==> config.mk <==
export PLATFORM = sky130hd
export DESIGN_NAME = bpsk_pulse_tx
export DESIGN_NICKNAME = d
export VERILOG_FILES = /design/src/rtl/tx_pkg.sv /design/src/rtl/tx_sample_fifo.sv /design/src/rtl/bpsk_pulse_tx.sv
export SDC_FILE = /design/constraint.sdc
export NUM_CORES = 1
export LEC_CHECK = 0
export ABC_AREA = 1
export ABC_CLOCK_PERIOD_IN_PS = 2750
export CAP_MARGIN = 0
export CORE_UTILIZATION = 41
export DETAILED_ROUTE_END_ITERATION = 7
export GPL_ROUTABILITY_DRIVEN = 1
export PLACE_DENSITY = 0.7
export SKIP_CTS_REPAIR_TIMING = 1
export SLEW_MARGIN = 20
export SYNTH_ARGS = -nofsm -noshare
export SYNTH_HDL_FRONTEND = slang
export SYNTH_HIERARCHICAL = 1
export SYNTH_SLANG_ARGS = --single-unit
==> constraint.sdc <==
create_clock -name clk -period 2.75 [get_ports clk]
set_input_delay 0.55 -clock clk [delete_from_list [all_inputs] [get_ports clk]]
set_output_delay 0.55 -clock clk [all_outputs]
set_load 0.005 [all_outputs]
==> src/rtl/tx_pkg.sv <==
// Shared types and default constants for the BPSK pulse transmitter.
package tx_pkg;

    localparam int DEF_WIDTH = 16;
    localparam int DEF_SPS   = 8;
    localparam int DEF_DUTY  = 8;
    localparam int DEF_DEPTH = 4;

    typedef enum logic {
        IDLE = 1'b0,
        HOLD = 1'b1
    } tx_state_t;

    typedef logic signed [DEF_WIDTH-1:0] sample_t;

endpackage

==> src/rtl/tx_sample_fifo.sv <==
// Small synchronous sample FIFO with asynchronous active-low reset.
// Pointers carry one extra wrap bit so full and empty can be told apart.
module tx_sample_fifo #(
    parameter int WIDTH = 16,
    parameter int DEPTH = 4
) (
    input  logic             clk,
    input  logic             reset,
    input  logic             push,
    input  logic [WIDTH-1:0] wdata,
    input  logic             pop,
    output logic [WIDTH-1:0] rdata,
    output logic             full,
    output logic             empty
);

    localparam int AW = $clog2(DEPTH);

    logic [WIDTH-1:0] mem [DEPTH];
    logic [AW:0]      wptr;
    logic [AW:0]      rptr;
    logic             do_push;
    logic             do_pop;

    assign do_push = push && !full;
    assign do_pop  = pop && !empty;

    always_ff @(posedge clk or negedge reset) begin
        if (!reset) begin
            wptr <= '0;
            rptr <= '0;
        end else begin
            if (do_push) wptr <= wptr + 1'b1;
            if (do_pop)  rptr <= rptr + 1'b1;
        end
    end

    // Storage needs no reset: stale entries are unreachable once the pointers clear.
    always_ff @(posedge clk) begin
        if (do_push) mem[wptr[AW-1:0]] <= wdata;
    end

    assign rdata = mem[rptr[AW-1:0]];
    assign empty = (wptr == rptr);
    assign full  = (wptr[AW] != rptr[AW]) && (wptr[AW-1:0] == rptr[AW-1:0]);

endmodule

==> src/rtl/bpsk_pulse_tx.sv <==
// BPSK pulse transmitter: queues samples and holds each for SPS clocks with a
// programmable duty. Define TX_UNDERRUN_CNT_EN to add the underrun_cnt output.
module bpsk_pulse_tx
    import tx_pkg::*;
#(
    parameter int WIDTH = DEF_WIDTH,
    parameter int SPS   = DEF_SPS,
    parameter int DUTY  = DEF_DUTY,
    parameter int DEPTH = DEF_DEPTH
) (
    input  logic                    clk,
    input  logic                    reset,
    input  logic signed [WIDTH-1:0] bpsk_out,
    input  logic                    in_valid,
    output logic                    in_ready,
    input  logic                    trans_start,
    output logic signed [WIDTH-1:0] trans_out,
    output logic                    trans_rdy,
    output logic                    sym_strobe,
    output logic                    busy
`ifdef TX_UNDERRUN_CNT_EN
    ,
    output logic [15:0]             underrun_cnt
`endif
);

    localparam int PW = $clog2(SPS);
    localparam logic [PW-1:0] LAST = PW'(SPS - 1);

    tx_state_t               state, state_n;
    logic [PW-1:0]           phase, phase_n;
    logic signed [WIDTH-1:0] sample, sample_n;
    logic signed [WIDTH-1:0] out_n;
    logic                    rdy_n;
    logic                    strobe_n;
    logic                    pop;
    logic                    full;
    logic                    empty;
    logic [WIDTH-1:0]        head;

    tx_sample_fifo #(
        .WIDTH (WIDTH),
        .DEPTH (DEPTH)
    ) u_fifo (
        .clk   (clk),
        .reset (reset),
        .push  (in_valid),
        .wdata (bpsk_out),
        .pop   (pop),
        .rdata (head),
        .full  (full),
        .empty (empty)
    );

    assign in_ready = !full;
    assign busy     = (state == HOLD);

    always_ff @(posedge clk or negedge reset) begin
        if (!reset) begin
            state      <= IDLE;
            phase      <= '0;
            sample     <= '0;
            trans_out  <= '0;
            trans_rdy  <= 1'b0;
            sym_strobe <= 1'b0;
        end else begin
            state      <= state_n;
            phase      <= phase_n;
            sample     <= sample_n;
            trans_out  <= out_n;
            trans_rdy  <= rdy_n;
            sym_strobe <= strobe_n;
        end
    end

    // Output registers are loaded with the value belonging to the next phase,
    // so a pop at a boundary starts the new symbol without an idle clock.
    always_comb begin
        state_n  = state;
        phase_n  = phase;
        sample_n = sample;
        out_n    = '0;
        rdy_n    = 1'b0;
        strobe_n = 1'b0;
        pop      = 1'b0;
        case (state)
            IDLE: begin
                if (trans_start && !empty) begin
                    pop      = 1'b1;
                    sample_n = head;
                    phase_n  = '0;
                    state_n  = HOLD;
                    out_n    = head;
                    rdy_n    = 1'b1;
                    strobe_n = 1'b1;
                end
            end
            HOLD: begin
                if (phase == LAST) begin
                    if (trans_start && !empty) begin
                        pop      = 1'b1;
                        sample_n = head;
                        phase_n  = '0;
                        out_n    = head;
                        rdy_n    = 1'b1;
                        strobe_n = 1'b1;
                    end else begin
                        state_n = IDLE;
                        phase_n = '0;
                    end
                end else begin
                    phase_n = phase + 1'b1;
                    rdy_n   = 1'b1;
                    out_n   = ((int'(phase) + 1) < DUTY) ? sample : '0;
                end
            end
            default: state_n = IDLE;
        endcase
    end

`ifdef TX_UNDERRUN_CNT_EN
    logic underrun;

    assign underrun = (state == HOLD) && (phase == LAST) && trans_start && empty;

    always_ff @(posedge clk or negedge reset) begin
        if (!reset) begin
            underrun_cnt <= '0;
        end else if (underrun && (underrun_cnt != 16'hFFFF)) begin
            underrun_cnt <= underrun_cnt + 1'b1;
        end
    end
`endif

endmodule

==> qor.yml <==
drt:
  ant_nets: 0
  drc: 0
  first_iter_violations: 120
  vias: 2674
  first_pass_iters: 5
  wl_per_cell_um: 13.6
  via_per_inst: 4.88
  drt-total-wl_um: 7430
grt:
  antenna_found_initial: 0
  grt_max_degree: 44
  grt_use_total_pct: 14.6
  grt_pass1_vias: 2576
  grt_pass1_wl_um: 12400
  overflow: 0
timing:
  slew_headroom_pct: 61.7
  setup_violations: 0
  fmax_mhz: 413
  final.min_clock_period_ns: 2.42
  drv_slew: 0
  timing.hold.ws_ns: 0.158
  rsz0062_at_grt: "no"
  hold_viol: 0
  setup_tns_ns: 0
  finalClockSkew_ns: 0.0113
  tightest_slew_ns: 0.573
  fin_crit_sh_pct: 88.1
logic_synthesis:
  ys.flop_type: "edfxtp_1"
  synth_top_area_share_pct: 44.4
  synth_cell_type_count: 25
  ys_seq_elements: 107
  seq_area_frac_synth_pct: 69.3
  avgSynthCellArea_um2: 11.9
  async_flop_share_pct: 40.2
  synth-edff-count: 64
  synth.largest_area_cell: "edfxtp_1"
  syn-num-nets: 392
  synth_cells: 364
  syn_area_um2: 4330
  yosysWarnings: 6
  synthTopCellsByArea: "edfxtp_1, dfrtp_1, nand2_1"
critical_path:
  worstPathCellList: "nand2_1, nand2_2, nand3_4, inv_1, inv_1, clkdlybuf4s50_1"
  worstSetupPathType: "register to output port"
  worstSetupStartpointType: "register"
  critPathRequiredTime_ns: 2.20
  slowest_delay_ns: 0.62
  endpoint_kind: "output port"
  critical_path.most_common_cell: "inv_1"
  critical_path_arrival_ns: 1.87
  crit_fanout: 12
  cp_top_family: "flip-flops"
  cp_num_buf_inv: 3
  critPathSlowestCell: "dfrtp_1"
finish:
  antennaDiodeCount: 0
  layout.nets: 435
  fillers: 942
  syn_to_final_growth_pct: 16.4
  drive_above_1_share_pct: 9.71
pwr:
  leakagePower_nw: 2.11
  clkPwrFrac_pct: 17.7
  p_seq_share_pct: 45.9
  power_density_nw_per_um2: 1060
  peakVddDrop_uv: 383
  cell_internal_pwr_w: 0.00335
  switching_share_pct: 37.2
  p_comb_share_pct: 36.4
  p_switching_w: 0.00198
run:
  max_cap_violations: 0
clock_tree:
  cts_made_buffers: 9
  worstSkewPairLatency_ns: 0.37
  clock-root-buffer: "clkbuf_8"
  clock_sinks: 107
  path_clk_slew_ns: 0.11
  htree_levels: 3
  cts_tree: "done"
  clk_path_buf_depth: 2
placement:
  io_buffers: 39
  hpwlAfterDp_um: 4890
  routabilityCongestion: 0.770
outcome:
  outcome: "complete, no violations"
floorplanning:
  die_w_um: 105
  dieArea_um2: 11000
  initial_core_util_pct: 42.1
  core_area_um2: 10300
  ios: 40
  num_rows: 37
  die_h_um: 105
hold_path:
  min_path_type: "input pin to async pin"
-- flip-flops by register name (all words and copies together) (netlist names) --
signal,count
busy,1
phase,3
sample,16
sym_strobe,1
trans_out,16
u_fifo/mem,64
u_fifo/rptr,3
u_fifo/wptr,3
-- stage by stage --
stage	total power, W	std cells	worst slack (ns)	area [um2]	util, %
detailed placement	0.00445	532	0.713	4820	46.9
finish	0.00533	548	0.326	5030	49.0
global placement	0.00438	532	0.722	4820	46.9
global route	0.00573	548	0.178	5030	49.0
CTS	0.00539	548	0.283	5030	49.0
floorplan	0.00384	364	0.836	4330	-
-- worst paths after layout --
path / from / endpoint / slack [ns] / cells past startpoint
worst max-delay path: u_fifo/rptr[1]$_DFFE_PN0P_ / in_ready / 0.33 / 6
worst max register to register: u_fifo/rptr[0]$_DFFE_PN0P_ / trans_out[5]$_DFF_PN0_ / 0.74 / 7
min in group clk: sample[5]$_DFFE_PN0P_ / sample[5]$_DFFE_PN0P_ / 0.48 / 2
max in group asynchronous: reset / trans_out[0]$_DFF_PN0_ / 2.22 / 1
worst min-delay path: reset / u_fifo/wptr[2]$_DFFE_PN0P_ / 0.16 / 1
worst min register to register: sample[5]$_DFFE_PN0P_ / sample[5]$_DFFE_PN0P_ / 0.48 / 2
-- layer usage --
layer	global-route usage [%]	share of wire [%]	up-vias
met5	0	0	-
met4	7.04	1.3	0
met3	2.68	4.8	10
met2	23.1	49	69
met1	19.3	45	1262
li1	-	-	1333
-- synthesized netlist by cell type (2+ instances only) --
cell      count
buf_4         2
nand2_2       4
buf_6         4
buf_2         5
clkbuf_8      2
ha_1          8
o22ai_1      16
nor2_4        2
inv_1        16
edfxtp_1     64
nand3_1      40
dfrtp_1      43
nand2_1      75
o21ai_0      34
nand3_2       3
nor2_1       37
-- layout by cell type (no fill, tap or decap) --
cell type and instances:
inv_6 2, xnor2_4 1, o21ai_0 34, clkinv_4 2, ha_1 8, inv_1 16, nor2_4 2, nand2_1 75
inv_4 1, nand3_2 3, nand3_4 1, edfxtp_1 64, nand3_1 40, clkinv_8 3, clkdlybuf4s50_1 38, xor2_1 1
buf_4 10, inv_2 1, dfrtp_1 43, nand2_4 1, o22ai_1 16, nor2_1 37, nand2_2 4, clkbuf_8 9
-- logic make-up after synthesis --
family                     share of synthesized area, %
AOI/OAI and AO/OA                                  6.25
xor gates and xnor gates                          0.839
adders and majority gates                          2.31
buffers and inverters                              4.51
DFF                                                69.3
and+or+nand+nor                                    16.8
-- worst reg2reg max path: cells and delay by family, from the launching register on --
| family | cells | cell delay [ns] |
|---|---|---|
| AND/OR/NAND/NOR | 2 | 0.25 |
| flip-flops | 1 | 0.47 |
| buffers and inverters | 3 | 0.92 |
| AO/OA/AOI/OAI | 2 | 0.31 |
-- final cells by class --
cell class | instances | area (um2) | area share, %
Multi-Input combinational cell | 223 | 1130 | 22.5
Clock buffer | 9 | 124 | 2.46
Inverter | 18 | 70.1 | 1.39
Tap cell | 136 | 170 | 3.38
Clock inverter | 7 | 83.8 | 1.67
Sequential cell | 107 | 3000 | 59.5
Timing Repair Buffer | 48 | 455 | 9.05
-- power groups by stage --
stage	sequential [W]	clock [W]	combinational, W
floorplan	0.00243	0	0.00141
global placement	0.00247	0	0.00191
detailed placement	0.00249	0	0.00196
CTS	0.00245	0.000973	0.00197
global route	0.00250	0.00104	0.00219
finish	0.00245	0.000944	0.00194
Power figures use the tool's default switching activity.
